==> config.mk <==
export PLATFORM = sky130hd
export DESIGN_NAME = piso_scan_sched
export DESIGN_NICKNAME = d
export VERILOG_FILES = /design/src/rtl/piso_scan_pkg.sv /design/src/rtl/piso_tick_gen.sv /design/src/rtl/piso_scan_sched.sv
export SDC_FILE = /design/constraint.sdc
export NUM_CORES = 1
export LEC_CHECK = 0
export CAP_MARGIN = 20
export CORE_MARGIN = 1
export CORE_UTILIZATION = 26
export DETAILED_ROUTE_END_ITERATION = 7
export MAX_ROUTING_LAYER = met4
export PLACE_DENSITY = 0.47
export RECOVER_POWER = 50
export SLEW_MARGIN = 20
export SYNTH_ARGS = -nofsm -noshare
export SYNTH_HDL_FRONTEND = slang
export SYNTH_HIERARCHICAL = 1
export SYNTH_SLANG_ARGS = --single-unit
==> constraint.sdc <==
create_clock -name Clk -period 1.58 [get_ports Clk]
set_input_delay 0.158 -clock Clk [delete_from_list [all_inputs] [get_ports Clk]]
set_output_delay 0.158 -clock Clk [all_outputs]
set_load 0.02 [all_outputs]
==> src/rtl/piso_scan_pkg.sv <==
// Shared definitions for the dual-chain PISO scan scheduler: FSM states,
// chain geometry, Bear/Ship field positions and small decode helpers.
package piso_scan_pkg;

    localparam int unsigned NCHAIN = 2;
    localparam int unsigned WORD_W = 16;
    localparam int unsigned BIT_W  = 4;

    // Bear is a contiguous slice of Frame0
    localparam int unsigned BEAR_LSB = 1;
    localparam int unsigned BEAR_W   = 12;

    // Ship is assembled bit-reversed from Frame0[13..15] then Frame1[0..4]
    localparam int unsigned SHIP_W      = 8;
    localparam int unsigned SHIP_F0_LSB = 13;
    localparam int unsigned SHIP_F0_N   = 3;
    localparam int unsigned SHIP_F1_LSB = 0;
    localparam int unsigned SHIP_F1_N   = 5;

    typedef enum logic [2:0] {
        ST_IDLE,
        ST_LOAD,
        ST_SETTLE,
        ST_SHIFT,
        ST_STORE,
        ST_GAP
    } state_t;

    function automatic logic [BEAR_W-1:0] bear_of(input logic [WORD_W-1:0] f0);
        return f0[BEAR_LSB +: BEAR_W];
    endfunction

    function automatic logic [SHIP_W-1:0] ship_of(input logic [WORD_W-1:0] f0,
                                                  input logic [WORD_W-1:0] f1);
        logic [SHIP_W-1:0] s;
        s = '0;
        for (int unsigned i = 0; i < SHIP_F0_N; i++)
            s[SHIP_W-1-i] = f0[SHIP_F0_LSB+i];
        for (int unsigned i = 0; i < SHIP_F1_N; i++)
            s[SHIP_F1_N-1-i] = f1[SHIP_F1_LSB+i];
        return s;
    endfunction

    // Line levels {shift clock, SH/LD} for the selected chain in a given state
    function automatic logic [1:0] lines_of(input state_t st, input logic hi);
        logic [1:0] l;
        l = 2'b01;
        case (st)
            ST_LOAD:   l = 2'b00;
            ST_SETTLE: l = 2'b01;
            ST_SHIFT:  l = {hi, 1'b1};
            default:   l = 2'b01;
        endcase
        return l;
    endfunction

endpackage

==> src/rtl/piso_tick_gen.sv <==
// Half-period divider: pulses tick_o on every DIV-th cycle; restart_i holds
// the count at zero so the next timed FSM state starts on a clean boundary.
module piso_tick_gen #(
    parameter int unsigned DIV = 16
) (
    input  logic clk_i,
    input  logic rst_i,
    input  logic restart_i,
    output logic tick_o
);

    localparam int unsigned CW = $clog2(DIV);
    localparam logic [CW-1:0] LAST = CW'(DIV - 1);

    logic [CW-1:0] cnt_q;
    logic [CW-1:0] cnt_d;

    // Next count: clear on restart or wrap, otherwise advance
    always_comb begin
        cnt_d = cnt_q + CW'(1);
        if (restart_i || (cnt_q == LAST))
            cnt_d = '0;
    end

    // Count register
    always_ff @(posedge clk_i) begin
        if (rst_i)
            cnt_q <= '0;
        else
            cnt_q <= cnt_d;
    end

    assign tick_o = (cnt_q == LAST);

endmodule

==> src/rtl/piso_scan_sched.sv <==
// Dual-chain PISO scan scheduler: one timing engine scans chain 0 then
// chain 1, publishes both words together with a one-cycle FrameVld, and
// optionally re-scans every GAP cycles. Optional feature macro:
// PISO_SCAN_DEBOUNCE_EN (publish only when two consecutive raw pairs agree).
module piso_scan_sched
    import piso_scan_pkg::*;
#(
    parameter int unsigned DIV = 16,
    parameter int unsigned GAP = 1024
) (
    input  logic                Clk,
    input  logic                Reset,
    input  logic                Start,
    input  logic                AutoEn,
    input  logic [NCHAIN-1:0]   PdiDat,
    output logic [NCHAIN-1:0]   PdiClk,
    output logic [NCHAIN-1:0]   PdiLt,
    output logic [WORD_W-1:0]   Frame0,
    output logic [WORD_W-1:0]   Frame1,
    output logic [BEAR_W-1:0]   Bear,
    output logic [SHIP_W-1:0]   Ship,
    output logic                FrameVld,
    output logic                Busy
);

    localparam logic [15:0] GAP_N = 16'(GAP);

    state_t              state_q, state_d;
    logic                sel_q, sel_d;
    logic [BIT_W-1:0]    bit_q, bit_d;
    logic                hi_q, hi_d;
    logic [WORD_W-1:0]   sr_q, sr_d;
    logic [WORD_W-1:0]   raw0_q, raw0_d;
    logic [WORD_W-1:0]   frame0_q, frame0_d;
    logic [WORD_W-1:0]   frame1_q, frame1_d;
    logic                vld_q, vld_d;
    logic                pend_q, pend_d;
    logic [15:0]         gap_q, gap_d;
    logic [NCHAIN-1:0]   clk_q, clk_d;
    logic [NCHAIN-1:0]   lt_q, lt_d;
`ifdef PISO_SCAN_DEBOUNCE_EN
    logic [WORD_W-1:0]   prev0_q, prev0_d;
    logic [WORD_W-1:0]   prev1_q, prev1_d;
`endif

    logic restart;
    logic tick;
    logic gap_expired;

    piso_tick_gen #(
        .DIV (DIV)
    ) u_tick (
        .clk_i     (Clk),
        .rst_i     (Reset),
        .restart_i (restart),
        .tick_o    (tick)
    );

    assign gap_expired = (gap_q == GAP_N);

    // Next-state, datapath and registered line levels for the scan engine
    always_comb begin
        state_d  = state_q;
        sel_d    = sel_q;
        bit_d    = bit_q;
        hi_d     = hi_q;
        sr_d     = sr_q;
        raw0_d   = raw0_q;
        frame0_d = frame0_q;
        frame1_d = frame1_q;
        vld_d    = 1'b0;
        pend_d   = pend_q;
        gap_d    = gap_expired ? gap_q : gap_q + 16'd1;
        restart  = 1'b0;
`ifdef PISO_SCAN_DEBOUNCE_EN
        prev0_d  = prev0_q;
        prev1_d  = prev1_q;
`endif

        case (state_q)
            ST_IDLE: begin
                restart = 1'b1;
                // Start, a held request and an auto expiry all fold into one launch
                if (Start || pend_q || (AutoEn && gap_expired)) begin
                    state_d = ST_LOAD;
                    sel_d   = 1'b0;
                    pend_d  = 1'b0;
                end
            end
            ST_LOAD: begin
                if (tick)
                    state_d = ST_SETTLE;
            end
            ST_SETTLE: begin
                if (tick) begin
                    state_d = ST_SHIFT;
                    bit_d   = '0;
                    hi_d    = 1'b0;
                end
            end
            ST_SHIFT: begin
                if (tick) begin
                    if (hi_q) begin
                        hi_d  = 1'b0;
                        bit_d = bit_q + BIT_W'(1);
                    end else begin
                        sr_d = {sr_q[WORD_W-2:0], PdiDat[sel_q]};
                        // The last bit has no trailing high half: 15 rising edges per chain
                        if (bit_q == BIT_W'(WORD_W - 1))
                            state_d = ST_STORE;
                        else
                            hi_d = 1'b1;
                    end
                end
            end
            ST_STORE: begin
                restart = 1'b1;
                if (!sel_q) begin
                    raw0_d  = sr_q;
                    sel_d   = 1'b1;
                    state_d = ST_LOAD;
                end else begin
`ifdef PISO_SCAN_DEBOUNCE_EN
                    prev0_d = raw0_q;
                    prev1_d = sr_q;
                    if ((raw0_q == prev0_q) && (sr_q == prev1_q)) begin
                        frame0_d = raw0_q;
                        frame1_d = sr_q;
                        vld_d    = 1'b1;
                    end
`else
                    frame0_d = raw0_q;
                    frame1_d = sr_q;
                    vld_d    = 1'b1;
`endif
                    gap_d   = 16'd1;
                    state_d = ST_GAP;
                end
            end
            ST_GAP: begin
                restart = 1'b1;
                sel_d   = 1'b0;
                state_d = ST_IDLE;
            end
            default: begin
                state_d = ST_IDLE;
            end
        endcase

        if (Start && (state_q != ST_IDLE))
            pend_d = 1'b1;

        // Outputs are registered from the next state so the chain lines never glitch
        clk_d = '0;
        lt_d  = '1;
        {clk_d[sel_d], lt_d[sel_d]} = lines_of(state_d, hi_d);
    end

    // State and datapath registers with synchronous reset
    always_ff @(posedge Clk) begin
        if (Reset) begin
            state_q  <= ST_IDLE;
            sel_q    <= 1'b0;
            bit_q    <= '0;
            hi_q     <= 1'b0;
            sr_q     <= '0;
            raw0_q   <= '0;
            frame0_q <= '0;
            frame1_q <= '0;
            vld_q    <= 1'b0;
            pend_q   <= 1'b0;
            gap_q    <= '0;
            clk_q    <= '0;
            lt_q     <= '1;
`ifdef PISO_SCAN_DEBOUNCE_EN
            prev0_q  <= '0;
            prev1_q  <= '0;
`endif
        end else begin
            state_q  <= state_d;
            sel_q    <= sel_d;
            bit_q    <= bit_d;
            hi_q     <= hi_d;
            sr_q     <= sr_d;
            raw0_q   <= raw0_d;
            frame0_q <= frame0_d;
            frame1_q <= frame1_d;
            vld_q    <= vld_d;
            pend_q   <= pend_d;
            gap_q    <= gap_d;
            clk_q    <= clk_d;
            lt_q     <= lt_d;
`ifdef PISO_SCAN_DEBOUNCE_EN
            prev0_q  <= prev0_d;
            prev1_q  <= prev1_d;
`endif
        end
    end

    assign PdiClk   = clk_q;
    assign PdiLt    = lt_q;
    assign Frame0   = frame0_q;
    assign Frame1   = frame1_q;
    assign Bear     = bear_of(frame0_q);
    assign Ship     = ship_of(frame0_q, frame1_q);
    assign FrameVld = vld_q;
    assign Busy     = (state_q != ST_IDLE);

endmodule

======== After elaboration in Yosys (flattened, before gate mapping) ========
Index checks and enable logic that the tools add are counted.
Widths: inputs -> output; s select.
storage, ports and cells
  word-level logic and storage cells ...... 90
  memories ................................ 0
  bits in read-only memories .............. 0
  bits in latches ......................... 0
  RAM bits ................................ 0
  bits in registers ....................... 99
cells by class
  eq/ne operators ......................... 13
  add/subtract/negate cells ............... 3
  div/mod/pow operators ................... 0
  multiplexer cells ....................... 32
  shifts and indexed selects .............. 0
  bitwise operators ....................... 6
  multiply operators ...................... 0
  reductions and logical operators ........ 19
  $lt $le $gt $ge ......................... 3
operator list
  kind                   count
  $mux 16                3
  $mux 3                 7
  $add 16x1->16 const B  1
  $eq 16x11->1 const B   1
  $pmux 3 s5             1
  $mux 1                 13
  $mux 4                 3
  $eq 3x2->1 const B     3
  $add 4x1->4 const B    2
  $eq 4x4->1 const B     2
  $pmux 4 s2             1
  $eq 3x1->1 const B     2
  $eq 3x3->1 const B     2
  $ne 2x2->1 const B     3
  $reduce_and 2->1       3
  $reduce_bool 2->1      3
  $lt 1x2->1 const B     2
  $pmux 2 s2             1
  $reduce_and 4->1       1
  $reduce_or 2->1        2
  $logic_and 1x1->1      3
  $logic_not 3->1        1
  $logic_or 1x1->1       3
  $not 1->1              3
  other kinds (10)       10

======== Logic depth before layout (Yosys ltp) ========
Gate-level depths: netlist (run 1).
  depth after elaboration ................. 11
  depth in mapped cells ................... 8
  depth with buffers taken out ............ 8

======== Hierarchy ========
Netlist (run 1), hierarchy kept.
modules (own cells, without submodules)
  module           sequential area each (sq um)  area an instance (sq um)  times used  cells an instance
  piso_scan_sched  1901.8                        3811.2                    1           469
  piso_tick_gen    80.1                          157.7                     1           16

======== Least setup slack after synthesis (run 1) ========
No wires, ideal clock.
  path kind ............................... reg2reg
  start point ............................. reg u_tick.cnt_q[0]
  end point ............................... reg lt_q[1] (netlist: PdiLt[1])
  arrival ................................. 1493 ps
  required time ........................... 1462 ps
  slack ................................... -31 ps
  period minus slack after synthesis ...... 1611 ps
  cell stages (with the launch flop) ...... 9
  cell sequence ........................... dfxtp_1 ha_1 nand3_1 inv_1 mux2_2 nand2_1 o221a_2 nor3_2 nand2b_1
between the ends
  longest elaborated chain between the ends .. 6
  elaborated cells between the ends (all ways) .. 9
ends and longest elaborated chain
  what                                             line                                                                  RTL
  from (decl)                                      piso_tick_gen.sv:15                                                   logic [CW-1:0] cnt_q;
  from (signal assigned)                           piso_tick_gen.sv:30                                                   cnt_q <= cnt_d;
  $eq 4x4->1 *                                     piso_tick_gen.sv:33                                                   assign tick_o = (cnt_q == LAST);
  via tick                                         piso_scan_sched.sv:47                                                 logic tick;
  $mux 3 (on tied branches)                        piso_scan_sched.sv:102, piso_scan_sched.sv:91, piso_scan_sched.sv:95
  $pmux 3 s5 *                                     piso_scan_sched.sv:80                                                 case (state_q)
  $eq 3x2->1 / $eq 3x1->1 (equally long branches)  piso_scan_pkg.sv:48                                                   case (st)
  $pmux 2 s2 *                                     piso_scan_pkg.sv:48
  $or 2x2->2 (no line) *                           -
  to (signal assigned)                             piso_scan_sched.sv:192                                                lt_q <= lt_d;
  to (decl)                                        piso_scan_sched.sv:40                                                 logic [NCHAIN-1:0] lt_q, lt_d;
Mark *: on every way through the listed nets, which the timed path passes. The rest lies on a longest branch.
A chain may end at the register's enable or synchronous reset.

======== Final worst setup path (run 1) ========
  start point ............................. reg u_tick.cnt_q[0]
  end point ............................... reg bit_q[2]
between the ends
  longest elaborated chain between the ends .. 3
  elaborated cells between the ends (all ways) .. 4
ends and longest elaborated chain
  what                          line                    RTL
  $eq 4x4->1 *                  piso_tick_gen.sv:33
  via tick                      piso_scan_sched.sv:47
  $ne 2x2->1 (no line)          -
  $reduce_and 4->1 (no line) *  -
  to (signal assigned)          piso_scan_sched.sv:182  bit_q <= bit_d;
  to (decl)                     piso_scan_sched.sv:30   logic [BIT_W-1:0] bit_q, bit_d;
Marks and branches as above.

==> run metrics, run 1 <==
Hold WC Path Type in -> reg; overall routing resource usage 12.6%; top cell type's share of synthesized area 49.9%; number of inserted diodes 0; most frequent cells in the layout 143 x nand2_1, 97 x dfxtp_1, 71 x a21oi_1, 55 x clkdlybuf4s50_1, 33 x nor2_1; pre-CTS WS -0.0800 ns; layout cells sized above 1 13.5%; Hold Vio Cnt, Final 0; Max clock buf depth 2; DRC viols 7; Storage cell area 1980 um^2; Slew Limit Fails 0; commonest non-fill, non-tap cell in the layout nand2_1; multi-input logic area 1770 um^2; final setup violation count 4; FF-to-FF Start u_tick/cnt_q[0]; DIE HEIGHT 126 um; I/O Buffers 63; final setup margin -0.0329 ns; FP Rows 44; CTS tree done; crit path max fanout 5; dpl cell area 4850 um^2; slowest stage delay, CP 0.37 ns; reg2reg setup slack -0.03 ns; CTS Sinks 99; synth top area cells dfxtp_1 50%, nand2_1 14%, a21oi_1 9.0%, buf_4 3.8%, nor2_1 3.5%; Root Driver clkbuf_16; die area 15,800 um^2; CP Buf/Inv Count 2; Overflow after GRT 0; reg2reg end bit_q[2]; register bit total from synthesis 99; worst path required time 1.86 ns; Worst R2R Path Depth 8; fin crit share 102%; syn_nets 495; Levels on crit path 8; largest net degree at the start of global routing 81; Pwr Density 917 nW/um^2; library cells used by synthesis 38; die width 126 um; family with the most delay on the worst path simple AND/OR/NAND/NOR gates; antenna-violating nets left 0; Initial Util 27.0%; mean post-synth cell area 8.18 um^2; vias in the first global route 3,188; Placed Cells 716; status finished with violations; Period minus WS final 1.61 ns; kind of critical path reg -> reg; Post-CTS Hold Buffers 0; RSZ-0062 raised after global routing yes; Synth warnings 6; Final HPWL DP 6130 um; Slowest-stage cell, CP dfxtp_1; Area Growth Syn to Fin 30.6%; kind of start point of the critical path flop; Seq/Total Area, Yosys 49.9%; fin cells 733; Final Skew 0.00607 ns; Detailed Route Iter0 Violations 150; worst setup path endpoint bit_q[2]; maximum VDD drop 0.000408 V; Tightest Pin Transition 0.342 ns; clk slew on worst S/H paths 0.07 ns; highest clock rate 0.620 GHz; failing checks DRC, setup timing; CTS H-tree lvls 3; Design Area, Final 5180 um^2; setup TNS -0.0618 ns; Pre-Repair DR Iteration Count 6; CP cell instances ha_4, nand3_2, inv_1, buf_4, and3_1, and3_4, nand3b_1, a21oi_1; IO Count 64; Total Wirelength 9090 um; WP data arrival 1.89 ns; cell area after synthesis 3970 um^2; final-stage net count 554; leakage power 1.76 nW; Critical Path Source u_tick/cnt_q[0]; Yosys top cell by area dfxtp_1; initial antenna violation count 0; post-synthesis cell count 485; Worst Setup End Kind flop; Via Count 3,298; Skew-Pair Late Insertion Delay 0.35 ns; core area 14,700 um^2; drt via density 4.50; Filler Cells Inserted 1,528; first-pass GRT wire length 15,300 um; relative slew slack 76.6%; GP Congestion 0.746; MaxCap Viol Count 0; wire per inst 12.4 um; CTS buffer count 9
synthesized netlist by cell type:
cell type / count
and3_1: 3
o211a_4: 1
nand3_1: 12
ha_1: 4
o22ai_1: 1
and4_1: 1
a2111oi_0: 1
inv_1: 9
nor4_2: 1
a31oi_1: 1
nor2_1: 37
mux2i_1: 3
a22oi_1: 1
xor2_1: 12
nor3_2: 2
mux2_2: 1
clkbuf_1: 16
o21ai_0: 2
a21oi_1: 71
nor4b_2: 2
a211oi_1: 2
o221a_2: 1
nor2_2: 2
o211ai_1: 1
xnor2_1: 5
nor4_4: 1
nand4_2: 1
nor3_1: 5
nand3b_1: 1
nand2_1: 144
a32oi_1: 1
nand4_1: 6
nand2b_1: 3
dfxtp_1: 99
buf_2: 10
nor4b_4: 1
buf_4: 20
and4_2: 1
kinds of logic after synthesis:
logic type | Yosys count | synth area share (%)
adder cells (fa/ha/maj) | 4 | 1.26
buffers and inverters | 55 | 7.41
flip-flops | 99 | 49.9
XOR/XNOR | 17 | 3.75
AND/OR/NAND/NOR | 223 | 25.2
AO/OA/AOI/OAI | 83 | 11.4
multiplexers | 4 | 1.04
worst register-to-register path, cell delays in order, from the launching register on:
cell and delay, ns:
dfxtp_1 0.37, ha_4 0.16, nand3_2 0.09, inv_1 0.13, buf_4 0.13, and3_1 0.25
and3_4 0.22, nand3b_1 0.07, a21oi_1 0.14
layout make-up:
| class | count | share of cell area, % |
|---|---|---|
| Timing Repair Buffer | 94 | 17.1 |
| Multi-Input combinational cell | 331 | 34.2 |
| Sequential cell | 99 | 38.3 |
| Clock buffer | 11 | 4.49 |
| Clock inverter | 5 | 0.772 |
| Inverter | 9 | 0.652 |
| Tap cell | 184 | 4.44 |
report_power, final:
| part | total, W | switching (W) | internal (W) | leakage (nW) |
|---|---|---|---|---|
| logic | 0.000204 | 0.000114 | 0.0000899 | 0.827 |
| clock network | 0.00203 | 0.000949 | 0.00108 | 0.134 |
| registers | 0.00252 | 0.0000118 | 0.00251 | 0.799 |
| total | 0.00475 | 0.00108 | 0.00368 | 1.76 |
layer usage:
| metal | track usage (%) | part of all wire [%] | vias to the layer above |
|---|---|---|---|
| met3 | 3.25 | 3.7 | 15 |
| met2 | 18.9 | 46 | 67 |
| met1 | 16.0 | 49 | 1529 |
| li1 | - | - | 1687 |
| met5 | - | 0 | - |
| met4 | 5.38 | 2.0 | 0 |
flip-flops by register name (all words and copies together), names as in the netlist:
signal        count
raw0_q           16
state_q           3
hi_q              1
u_tick/cnt_q      4
sel_q             1
FrameVld          1
PdiClk            2
Frame1           16
sr_q             16
gap_q            16
PdiLt             2
bit_q             4
pend_q            1
Frame0           16
stage by stage:
step           hold slack, ns  util, %  power (W)
4_1_cts                 0.319     35.1    0.00483
3_3_place_gp            0.447     33.0    0.00276
2_1_floorplan           0.229        -    0.00269
5_1_grt                 0.337     35.3    0.00497
3_5_place_dp            0.447     33.0    0.00277
6_report                0.304     35.3    0.00475
worst min-delay path by stage:
stage | start | end | slack (ns) | cells past startpoint
floorplan | Reset | u_tick/cnt_q[2] | 0.23 | 1
global placement | raw0_q[14] | raw0_q[14] | 0.45 | 2
detailed placement | raw0_q[10] | raw0_q[10] | 0.45 | 2
CTS | Reset | FrameVld | 0.32 | 3
global route | Reset | FrameVld | 0.34 | 3
finish | Reset | FrameVld | 0.30 | 3
what timing repair did:
| action | 4_1_cts | 5_1_grt |
|---|---|---|
| setup endpoints to repair | 8 | 20 |
| setup buffers | 1 | 0 |
| resized for setup | 10 | 13 |
| gates cloned | 0 | 0 |
| pin swaps | 3 | 5 |
No activity file was read; power rests on OpenSTA's default activity.
==> run 2, diff against run 1 <==
--- a/config.mk
+++ b/config.mk
@@ -6,11 +6,13 @@
 export NUM_CORES = 1
 export LEC_CHECK = 0
 export CAP_MARGIN = 20
+export CELL_PAD_IN_SITES_DETAIL_PLACEMENT = 1
+export CELL_PAD_IN_SITES_GLOBAL_PLACEMENT = 1
 export CORE_MARGIN = 1
 export CORE_UTILIZATION = 26
 export DETAILED_ROUTE_END_ITERATION = 7
 export MAX_ROUTING_LAYER = met4
-export PLACE_DENSITY = 0.47
+export PLACE_DENSITY = 0.59
 export RECOVER_POWER = 50
 export SLEW_MARGIN = 20
 export SYNTH_ARGS = -nofsm -noshare
==> run 2 against run 1 <==
Effect of this change: final cell count grew 1.2%; critical endpoint is now PdiClk[0]; critical path type unchanged; via count grew 3.6%; design area grew 3.3%; count of clock-buffer cells in the layout shrank 2; sequential share of layout area shrank 1.1 points; the run still ends with DRC, setup timing left.
==> run metrics, run 2 (synthesis results as in run 1) <==
status finished with violations; failing checks DRC, setup timing; worst path required time 1.84 ns; Via Count 3,418; met3 WL 322 um; Max clock buf depth 2; Hold Vio Cnt, Final 0; core area 14,700 um^2; commonest non-fill, non-tap cell in the layout nand2_1; dpl cell area 4850 um^2; Total Wirelength 10,200 um; RSZ-0062 raised after global routing yes; largest net degree at the start of global routing 58; Filler Cells Inserted 1,719; WP data arrival 1.90 ns; kind of start point of the critical path flop; maximum VDD drop 0.000571 V; DIE HEIGHT 126 um; Pwr Density 966 nW/um^2; Detailed Route Iter0 Violations 137; initial antenna violation count 0; Pre-Repair DR Iteration Count 6; Period minus WS final 1.64 ns; Skew-Pair Late Insertion Delay 0.35 ns; Hold WC Path Type in -> reg; Final Skew 0.00720 ns; antenna-violating nets left 0; Initial Util 27.0%; Sw Ratio 22.3%; final setup violation count 2; relative slew slack 72.6%; Root Driver clkbuf_16; DRC viols 8; Tightest Pin Transition 0.411 ns; routed length on met1 4870 um; first-pass GRT wire length 16,400 um; most frequent cells in the layout 143 x nand2_1, 94 x dfxtp_1, 71 x a21oi_1, 61 x clkdlybuf4s50_1; overall routing resource usage 13.6%; kind of critical path reg -> reg; CTS buffer count 9; Overflow after GRT 0; vias in the first global route 3,298; layout cells sized above 1 16.1%; crit path max fanout 5; fin crit share 104%; GP Congestion 0.759; number of inserted diodes 0; Area Growth Syn to Fin 34.9%; drt via density 4.61; Clk pwr share 47.2%; MaxCap Viol Count 0; final-stage net count 563; final setup margin -0.0612 ns; CTS H-tree lvls 3; NetSw 0.00115 W; die width 126 um; clk slew on worst S/H paths 0.07 ns; Worst Setup End Kind flop; final core occ 36.4%; FP Rows 44; CTS tree done; highest clock rate 0.609 GHz; Slew Limit Fails 0; I/O Buffers 63; IO Count 64; Final HPWL DP 6990 um; CTS Sinks 99; Pint 0.00402 W; top routing layer used met4; wire per inst 13.8 um; sequential share of power 48.7%; reg2reg setup slack -0.06 ns; leakage power 1.84 nW; Design Area, Final 5350 um^2; die area 15,800 um^2; DR WL met2 4870 um; Comb pwr share 4.1%
## run 2: layout make-up
cell class              instances  area (um^2)  area share, %
clock inverters                 7          105           1.96
clock buffers                   9          225           4.21
inverters                       9         36.3          0.678
multi-input cells             331         1800           33.5
well taps                     184          230           4.30
repair buffers                103          973           18.2
flip-flops and latches         99         1990           37.1
## run 2: worst max-delay path, stage by stage (launching register included)
cell      delay (ns)
dfxtp_2         0.33
inv_2           0.06
ha_4            0.12
nor4b_4         0.21
nand4_2         0.17
o211ai_1        0.25
o211a_4         0.23
nor4b_4         0.18
## run 2: per-layer routing
metal  global-route usage, %  up-vias
li1                        -     1708
met2                    21.4       58
met4                    6.17        0
met3                    2.65       13
met1                    16.7     1639
met5                       -        -
## run 2: what timing repair did
item,4_1_cts,5_1_grt
buffers inserted,1,6
cloned,0,1
pin swaps,4,7
gates resized for setup,15,17
setup endpoints to repair,15,49
hold endpoints to repair,0,0
hold buffers,0,0
## run 2: per-stage QoR
stage	hold WS, ns	setup WS (ns)	total power (W)	TNS, ns	std cells
2_1_floorplan	0.229	0.00252	0.00269	0	485
3_3_place_gp	0.446	-0.0738	0.00276	-0.204	718
3_5_place_dp	0.450	-0.135	0.00277	-0.535	718
4_1_cts	0.306	-0.0624	0.00526	-0.113	735
5_1_grt	0.320	-0.147	0.00539	-0.442	742
6_report	0.305	-0.0612	0.00517	-0.0710	742
## run 2: power groups by stage
| stage | sequential (W) | clock (W) | combinational [W] |
|---|---|---|---|
| after floorplan | 0.00258 | 0 | 0.000108 |
| after global placement | 0.00257 | 0 | 0.000188 |
| after detailed placement | 0.00258 | 0 | 0.000193 |
| after CTS | 0.00252 | 0.00254 | 0.000205 |
| after global routing | 0.00252 | 0.00264 | 0.000233 |
| final | 0.00252 | 0.00244 | 0.000211 |
## run 2: final timing paths
path	startpoint	end	depth (start not counted)
min	Reset	sel_q	3
min reg2reg	raw0_q[10]	Frame0[10]	2
max reg2reg	gap_q[0]	PdiClk[0]	7
max	gap_q[0]	PdiClk[0]	7
